<file path="config.mk">
export PLATFORM = sky130hd
export DESIGN_NAME = alu_op_sequencer
export DESIGN_NICKNAME = d
export VERILOG_FILES = /design/src/rtl/alu_op_sequencer.sv
export SDC_FILE = /design/constraint.sdc
export NUM_CORES = 1
export LEC_CHECK = 0
export CAP_MARGIN = 20
export CORE_MARGIN = 2
export CORE_UTILIZATION = 35
export CTS_BUF_LIST = sky130_fd_sc_hd__clkbuf_16
export CTS_CLUSTER_DIAMETER = 120
export DETAILED_ROUTE_END_ITERATION = 16
export PLACE_DENSITY = 0.62
export SETUP_SLACK_MARGIN = 0.3
export SLEW_MARGIN = 20
export SYNTH_ARGS = -nofsm -noshare
export SYNTH_HDL_FRONTEND = slang
export SYNTH_SLANG_ARGS = --single-unit
</file>
<file path="constraint.sdc">
create_clock -name clk_50M -period 1.9 [get_ports clk_50M]
set_input_delay 0.38 -clock clk_50M [delete_from_list [all_inputs] [get_ports clk_50M]]
set_output_delay 0.38 -clock clk_50M [all_outputs]
set_load 0.01 [all_outputs]
</file>
<file path="src/rtl/alu_op_sequencer.sv">
// ---------------------------------------------------------------------------
// alu_op_sequencer
//
// This block sits between the board pushbuttons/switches and an 8-bit ALU.
// It synchronises and debounces three pushbuttons. It turns each debounced
// press into a command:
//   pb1 : load operand A from sw
//   pb2 : load operand B from sw
//   pb3 : execute the opcode on sw[2:0]
// It sequences the ALU through a one-cycle execute strobe. It then captures
// the ALU's registered result and flags for the display front end.
//
// Parameters
//   WIDTH           operand/result width (must be >= 3)
//   DEBOUNCE_CYCLES consecutive stable synchronised samples before a
//                   button level is accepted
//
// Ports
//   clk_50M     in   system clock, rising edge
//   rst         in   asynchronous, active-low reset
//   pb1/pb2/pb3 in   raw pushbuttons (load A / load B / execute)
//   sw          in   operand value or opcode (sw[2:0])
//   alu_a       out  operand A register to ALU
//   alu_b       out  operand B register to ALU
//   alu_op      out  latched opcode to ALU
//   alu_en      out  one-cycle execute strobe to ALU
//   alu_result  in   ALU result, registered on the edge ending alu_en
//   alu_carry   in   ALU carry/borrow, same timing as alu_result
//   result      out  captured result
//   carry_flag  out  captured carry
//   zero_flag   out  captured (alu_result == 0)
//   err         out  last execute request carried an illegal opcode
//   busy        out  execute sequence in progress
//   done        out  one-cycle pulse when result/flags update
// ---------------------------------------------------------------------------
module alu_op_sequencer #(
   parameter int WIDTH           = 8,
   parameter int DEBOUNCE_CYCLES = 4
) (
   input  logic             clk_50M,
   input  logic             rst,
   input  logic             pb1,
   input  logic             pb2,
   input  logic             pb3,
   input  logic [WIDTH-1:0] sw,
   output logic [WIDTH-1:0] alu_a,
   output logic [WIDTH-1:0] alu_b,
   output logic [2:0]       alu_op,
   output logic             alu_en,
   input  logic [WIDTH-1:0] alu_result,
   input  logic             alu_carry,
   output logic [WIDTH-1:0] result,
   output logic             carry_flag,
   output logic             zero_flag,
   output logic             err,
   output logic             busy,
   output logic             done
);

   localparam int NBTN  = 3;
   localparam int CNT_W = (DEBOUNCE_CYCLES > 1) ? $clog2(DEBOUNCE_CYCLES) : 1;
   localparam logic [CNT_W-1:0] CNT_MAX = CNT_W'(DEBOUNCE_CYCLES - 1);

   typedef enum logic [1:0] {
      S_IDLE    = 2'd0,
      S_EXEC    = 2'd1,
      S_CAPTURE = 2'd2
   } state_e;

   // -------------------------------------------------------------------------
   // Button path: 2-flop synchroniser, debounce counter, rising-edge detect.
   // Bit 0 = pb1, bit 1 = pb2, bit 2 = pb3.
   // -------------------------------------------------------------------------
   logic [NBTN-1:0]  btn_raw;
   logic [NBTN-1:0]  sync1_q;
   logic [NBTN-1:0]  sync2_q;
   logic [NBTN-1:0]  deb_q;
   logic [NBTN-1:0]  deb_prev_q;
   logic [CNT_W-1:0] cnt_q [NBTN];
   logic [NBTN-1:0]  press;

   assign btn_raw = {pb3, pb2, pb1};

   // NOTE: sequential state uses non-blocking assignments only, so every
   // flop samples the pre-edge value of every other flop.
   always_ff @(posedge clk_50M or negedge rst) begin
      if (!rst) begin
         sync1_q    <= '0;
         sync2_q    <= '0;
         deb_q      <= '0;
         deb_prev_q <= '0;
         for (int i = 0; i < NBTN; i++) begin
            cnt_q[i] <= '0;
         end
      end else begin
         sync1_q    <= btn_raw;
         sync2_q    <= sync1_q;
         deb_prev_q <= deb_q;
         for (int i = 0; i < NBTN; i++) begin
            // A single-bit level can only differ from the debounced level or
            // match it. Any glitch back to the old level therefore restarts
            // the count.
            if (sync2_q[i] == deb_q[i]) begin
               cnt_q[i] <= '0;
            end else if (cnt_q[i] == CNT_MAX) begin
               cnt_q[i] <= '0;
               deb_q[i] <= sync2_q[i];
            end else begin
               cnt_q[i] <= cnt_q[i] + CNT_W'(1);
            end
         end
      end
   end

   // A press is the 0->1 transition of the debounced level. It lasts one cycle.
   assign press = deb_q & ~deb_prev_q;

   // Fixed priority pb1 > pb2 > pb3. Losers in the same cycle are dropped.
   logic ev_load_a;
   logic ev_load_b;
   logic ev_exec;

   assign ev_load_a = press[0];
   assign ev_load_b = press[1] & ~press[0];
   assign ev_exec   = press[2] & ~press[1] & ~press[0];

   // -------------------------------------------------------------------------
   // Control FSM and datapath registers
   // -------------------------------------------------------------------------
   state_e           state_q, state_d;
   logic [WIDTH-1:0] alu_a_q, alu_a_d;
   logic [WIDTH-1:0] alu_b_q, alu_b_d;
   logic [2:0]       alu_op_q, alu_op_d;
   logic [WIDTH-1:0] result_q, result_d;
   logic             carry_q, carry_d;
   logic             zero_q, zero_d;
   logic             err_q, err_d;
   logic             done_q, done_d;
   logic             op_legal;

   // Opcodes 1..6 are ADD, SUB, NEG A, AND, OR, XOR. Opcodes 0 and 7 are unused.
   assign op_legal = (sw[2:0] != 3'd0) && (sw[2:0] != 3'd7);

   always_ff @(posedge clk_50M or negedge rst) begin
      if (!rst) begin
         state_q  <= S_IDLE;
         alu_a_q  <= '0;
         alu_b_q  <= '0;
         alu_op_q <= '0;
         result_q <= '0;
         carry_q  <= 1'b0;
         zero_q   <= 1'b0;
         err_q    <= 1'b0;
         done_q   <= 1'b0;
      end else begin
         state_q  <= state_d;
         alu_a_q  <= alu_a_d;
         alu_b_q  <= alu_b_d;
         alu_op_q <= alu_op_d;
         result_q <= result_d;
         carry_q  <= carry_d;
         zero_q   <= zero_d;
         err_q    <= err_d;
         done_q   <= done_d;
      end
   end

   // NOTE: every signal gets a hold/default value before the case statement.
   // No path can then leave a signal unassigned and infer a latch.
   always_comb begin
      state_d  = state_q;
      alu_a_d  = alu_a_q;
      alu_b_d  = alu_b_q;
      alu_op_d = alu_op_q;
      result_d = result_q;
      carry_d  = carry_q;
      zero_d   = zero_q;
      err_d    = err_q;
      done_d   = 1'b0;

      case (state_q)
         S_IDLE: begin
            if (ev_load_a) begin
               alu_a_d = sw;
               err_d   = 1'b0;
            end else if (ev_load_b) begin
               alu_b_d = sw;
               err_d   = 1'b0;
            end else if (ev_exec) begin
               if (op_legal) begin
                  alu_op_d = sw[2:0];
                  err_d    = 1'b0;
                  state_d  = S_EXEC;
               end else begin
                  err_d = 1'b1;
               end
            end
         end
         // alu_en is decoded from this state. The ALU registers its result
         // on the edge that leaves it.
         S_EXEC: begin
            state_d = S_CAPTURE;
         end
         S_CAPTURE: begin
            result_d = alu_result;
            carry_d  = alu_carry;
            zero_d   = (alu_result == '0);
            done_d   = 1'b1;
            state_d  = S_IDLE;
         end
         default: begin
            state_d = S_IDLE;
         end
      endcase
   end

   assign alu_a      = alu_a_q;
   assign alu_b      = alu_b_q;
   assign alu_op     = alu_op_q;
   assign alu_en     = (state_q == S_EXEC);
   assign result     = result_q;
   assign carry_flag = carry_q;
   assign zero_flag  = zero_q;
   assign err        = err_q;
   assign busy       = (state_q != S_IDLE);
   assign done       = done_q;

endmodule

</file>
* After elaboration in Yosys (flattened, before gate mapping) *
Index checks and enable logic that the tools add are counted.

storage, ports and cells
  memory bits (writable) = 0
  output and inout port bits = 33
  bits in latches = 0
  ROM bits = 0
  memories kept = 0
  bits of input ports = 22
  register bits = 51
  word-level logic and storage cells = 75

cells by class
  shifts and indexed selects = 0
  multiplexer cells = 16
  $mul = 0
  order comparisons = 0
  reduce and logical (&&, ||, !) cells = 14
  $add $sub $neg = 3
  equal/unequal tests = 13
  bitwise logic cells = 11
  div/mod/pow operators = 0

operator list
  cell                   count
  $mux W2                10
  $reduce_and A2 Y1      5
  $eq A2 B2 Y1 const B   4
  $logic_not A8 Y1       1
  $ne A2 B2 Y1 const B   4
  $add A2 B1 Y2 const B  3
  $not A1 Y1             6
  $reduce_bool A3 Y1     2
  $mux W1                5
  $reduce_and A5 Y1      1
  $pmux W2 S2            1
  $reduce_and A4 Y1      1
  $and A1 B1 Y1          3
  $and A3 B3 Y3          1
  $eq A1 B1 Y1           3
  $ne A3 B3 Y1 const B   1
  $not A3 Y3             1
  $reduce_and A3 Y1      1
  $eq A2 B1 Y1 const B   1
  $logic_not A2 Y1       1
  $reduce_bool A2 Y1     1
  $logic_and A1 B1 Y1    1

* Logic depth before layout (Yosys ltp) *
Gate-level depths: netlist of the first run.

  depth in word-level cells = 9
  depth in mapped cells = 4
  gate-level depth less buffers = 4

* Least setup slack after synthesis of the first run *
No wires, ideal clock.

  path type = register -> register
  start point = reg state_q[1]
  end point = reg alu_op_q[0] (netlist: alu_op[0])
  data required time = 1.772 ns
  cell stages (with the launch flop) = 5
  period minus slack after synthesis = 1.365 ns
  buffers on the path = 0
  slack = 0.535 ns
  arrival time = 1.237 ns
  library setup time = 0.128 ns
  cells stage by stage = dfrtp_1 nor2_4 o2111ai_2 nor3_4 mux2_1

between the ends
  word-level cells in the longest chain between the ends = 2

RTL lines
  what                                RTL line  source
  start: declaration                  130       state_e state_q, state_d;
  start signal: assignment            156       state_q <= state_d;
  $logic_not A2 Y1                    181       case (state_q)
  $reduce_and A5 Y1 (no source line)  --
  end signal: assignment              159       alu_op_q <= alu_op_d;
  end: declaration                    133       logic [2:0] alu_op_q, alu_op_d;

Every way passes these cells.
A chain may end at the register's enable or synchronous reset.

* Worst setup path in the final report of the first run *
  start point = reg state_q[0]
  end point = reg alu_op_q[0] (netlist: alu_op[0])

The elaborated chain is that of the path after synthesis.

==> results of run 1 <==
[state kept, by name (all words and copies together), names as in the netlist]
name        count
alu_op          3
sync1_q         3
carry_flag      1
state_q         2
alu_a           8
zero_flag       1
sync2_q         3
result          8
cnt_q           6
alu_b           8
deb_prev_q      3
err             1
deb_q           3
done            1
[per-layer routing]
metal	wire length, um	vias up
li1	-	556
met3	101	7
met2	2053	16
met5	0	-
met4	70	0
met1	1657	579
[logic make-up after synthesis]
logic type                 Yosys count  share of synthesized area (%)
AOI/OAI and AO/OA                    5                          1.909
xor gates and xnor gates             3                          1.383
adders and majority gates            3                          1.975
buffers and inverters                5                          1.053
DFF                                 51                          67.15
muxes                               30                          17.77
and+or+nand+nor                     25                          8.757
[final cells by class]
type                    instances  area [sq um]  area share [%]
multi-input cells              66         626.9           22.72
well taps                      70         87.58           3.175
clock buffers                   5         125.1           4.535
clock inverters                 2         8.758          0.3175
repair buffers                 61         619.3           22.45
inverters                       4         15.01          0.5442
flip-flops and latches         51          1276           46.26
[power groups by stage]
| stage | clock, uW | sequential (uW) | combinational (uW) |
|---|---|---|---|
| after floorplan | 0 | 1970 | 828 |
| after global placement | 0 | 1830 | 1900 |
| after detailed placement | 0 | 1860 | 1950 |
| after CTS | 854 | 1840 | 1960 |
| after global routing | 914 | 1910 | 2180 |
| final | 828 | 1840 | 2030 |
[critical path, delay by kind of cell, from the launching register on]
kind / cells / cell delay [ns]
simple gates: 2 / 0.44
compound gates: 1 / 0.13
flops: 1 / 0.39
buf+inv: 2 / 0.25
mux: 1 / 0.33
[cell usage in the layout, fill, tap and decap left out]
| master | n |
|---|---|
| nor2_1 | 2 |
| o21ai_0 | 2 |
| mux2_4 | 3 |
| buf_2 | 1 |
| and3_1 | 1 |
| inv_1 | 3 |
| buf_6 | 2 |
| mux2_2 | 26 |
| clkdlybuf4s15_1 | 1 |
| nor2b_1 | 6 |
| clkdlybuf4s50_1 | 41 |
| clkinv_2 | 1 |
| dlygate4sd2_1 | 1 |
| nand3_2 | 1 |
| buf_4 | 5 |
| nand2b_2 | 1 |
| clkinv_1 | 1 |
| o2111ai_4 | 1 |
| and2b_1 | 1 |
| mux2_1 | 1 |
| clkbuf_16 | 5 |
| nor3_4 | 1 |
| nand2_1 | 3 |
| nor4_1 | 2 |
| ha_1 | 3 |
| a21oi_1 | 1 |
| xnor2_1 | 3 |
| nor3_1 | 4 |
| inv_2 | 1 |
| nor2_4 | 2 |
| dfrtp_1 | 51 |
| nand2b_1 | 1 |
| o22ai_1 | 1 |
| dlymetal6s2s_1 | 10 |
[worst max path at each step]
stage                      to  slack [ns]  cells after the start
CTS                      busy        0.22                      4
global route        alu_op[2]        0.18                      6
floorplan           alu_op[0]        0.54                      4
finish              alu_op[0]        0.25                      6
detailed placement  alu_op[0]        0.06                      5
global placement    alu_op[1]        0.09                      5
[timing repair]
action	4_1_cts	5_1_grt
pin swaps	0	2
buffers inserted	1	3
endpoints found under the setup margin	2	13
gates resized for setup	2	17
[per-stage QoR]
stage / setup WS [ns] / hold slack, ns / total power, uW / area, sq um / util [%]
3_3_place_gp: 0.08536 / 0.3336 / 3732 / 2541 / 49.13
2_1_floorplan: 0.5353 / 0.08441 / 2794 / 1901 / -
6_report: 0.2469 / 0.1981 / 4697 / 2759 / 53.34
4_1_cts: 0.2159 / 0.2261 / 4657 / 2680 / 51.81
3_5_place_dp: 0.05541 / 0.3379 / 3815 / 2541 / 49.13
5_1_grt: 0.1764 / 0.2599 / 4998 / 2759 / 53.34
==> out/qor.csv, run 1 <==
metric,value,unit
diodes,0,
grt_pass1_wl,6437,um
grt_most_used_layer,met2,
path_cells,"buf_6, nor2_4, buf_6, o2111ai_4, nor3_4, mux2_4",
slew_violations,0,
endpoint_kind,flip-flop,
synth_edf_count,0,
tritoncts.num_buffers,5,
required,2.07,ns
chipHeight,77.69,um
cts_root_buf,clkbuf_16,
critPathKind,reg2reg,
setup_violations,0,
max_freq,604.9,MHz
fin_tns_setup,0,ns
cap_violations,0,
area_growth,45.16,%
clkLatencyLatePin,0.28,ns
synth_nets,147,
syn_area,0.001901,sq mm
cts_tree,done,
critPathLaunchType,flip-flop,
synth_ff_type,dfrtp_1,
ff2ff_path_depth,6,
min_period_over_period,87.00,%
period_minus_slack,1.653,ns
grt.total_usage,13.95,%
cts_sinks,51,
grt_max_degree,52,
rrSetupSlack,0.25,ns
drt_iter0_markers,29,
crit_top_cell,buf_6,
cts_buffer_depth,2,
rr_startpoint,state_q[0],
use_met1,17.41,%
antenna_found_initial,0,
drc,0,
core_area,0.005172,sq mm
rows,26,
grt.met3_usage,3.605,%
grt_util_met2,22.93,%
internal_power,3262,uW
dr.pass1.iters,4,
hpwl,2809,um
yosysTopAreaCell,dfrtp_1,
dp_cells,248,
finalClockSkew,0.005611,ns
grt_overflow,0,
antenna_left,0,
slowest_delay,0.39,ns
drive_gt1_share,26.46,%
slowest_stage,dfrtp_1,
synthTopCellsByArea,"dfrtp_1, mux2_2, mux2_1, ha_1, nor2b_1",
power_density,1703,mW/mm^2
routed_wirelength,3882,um
share_comb_of_total_power,43.2,%
first_global_vias,1259,
cts_hold_buf,0,
grt_setup_unrepaired,yes,
status,completed,
syn_inst,122,
synth-seq-cells,51,
arrival,1.82,ns
port_buffers,54,
yosys_warnings,0,
wl_per_cell,14.99,um
layout.nets,214,
ys_top_cells_by_count,"dfrtp_1, mux2_2, nor2b_1, mux2_1, nor3_1",
p_sw,1435,uW
yosysMostFrequentCell,dfrtp_1,
slew_headroom,57.92,%
avgSynthCellArea,15.58,sq um
peakVddDrop,0.5877,mV
synth_top_area_share,67.15,%
critPathMaxFanout,4,
swShare,30.56,%
instances_no_fill,259,
clk_pin_slew,0.06,ns
worst_pin_slew,0.6312,ns
hold_path_class,in2async,
seq_area_frac_synth,67.15,%
hold_violations,0,
dieArea,0.006036,sq mm
gp_congestion,0.7387,
vias,1158,
fillers,441,
cts_max_level,2,
clockPowerShare,17.6,%
async_reset_ff_share,100.0,%
die_width,77.69,um
seqPwrFrac,39.2,%
p_leak,0.001283,uW
num_io_pins,55,
ys_types,24,
start_util,36.74,%
crit_start,state_q[0],
via_per_inst,4.471,
r2r_end,alu_op[0],
Power figures use the tool's default switching activity.
==> run 2: changes to the inputs <==
--- a/config.mk
+++ b/config.mk
@@ -5,7 +5,7 @@
 export SDC_FILE = /design/constraint.sdc
 export NUM_CORES = 1
 export LEC_CHECK = 0
-export CAP_MARGIN = 20
+export CAP_MARGIN = 25
 export CORE_MARGIN = 2
 export CORE_UTILIZATION = 35
 export CTS_BUF_LIST = sky130_fd_sc_hd__clkbuf_16
==> results of run 2 <==
No change in the layout: final DEF, timing and power equal those of run 1.
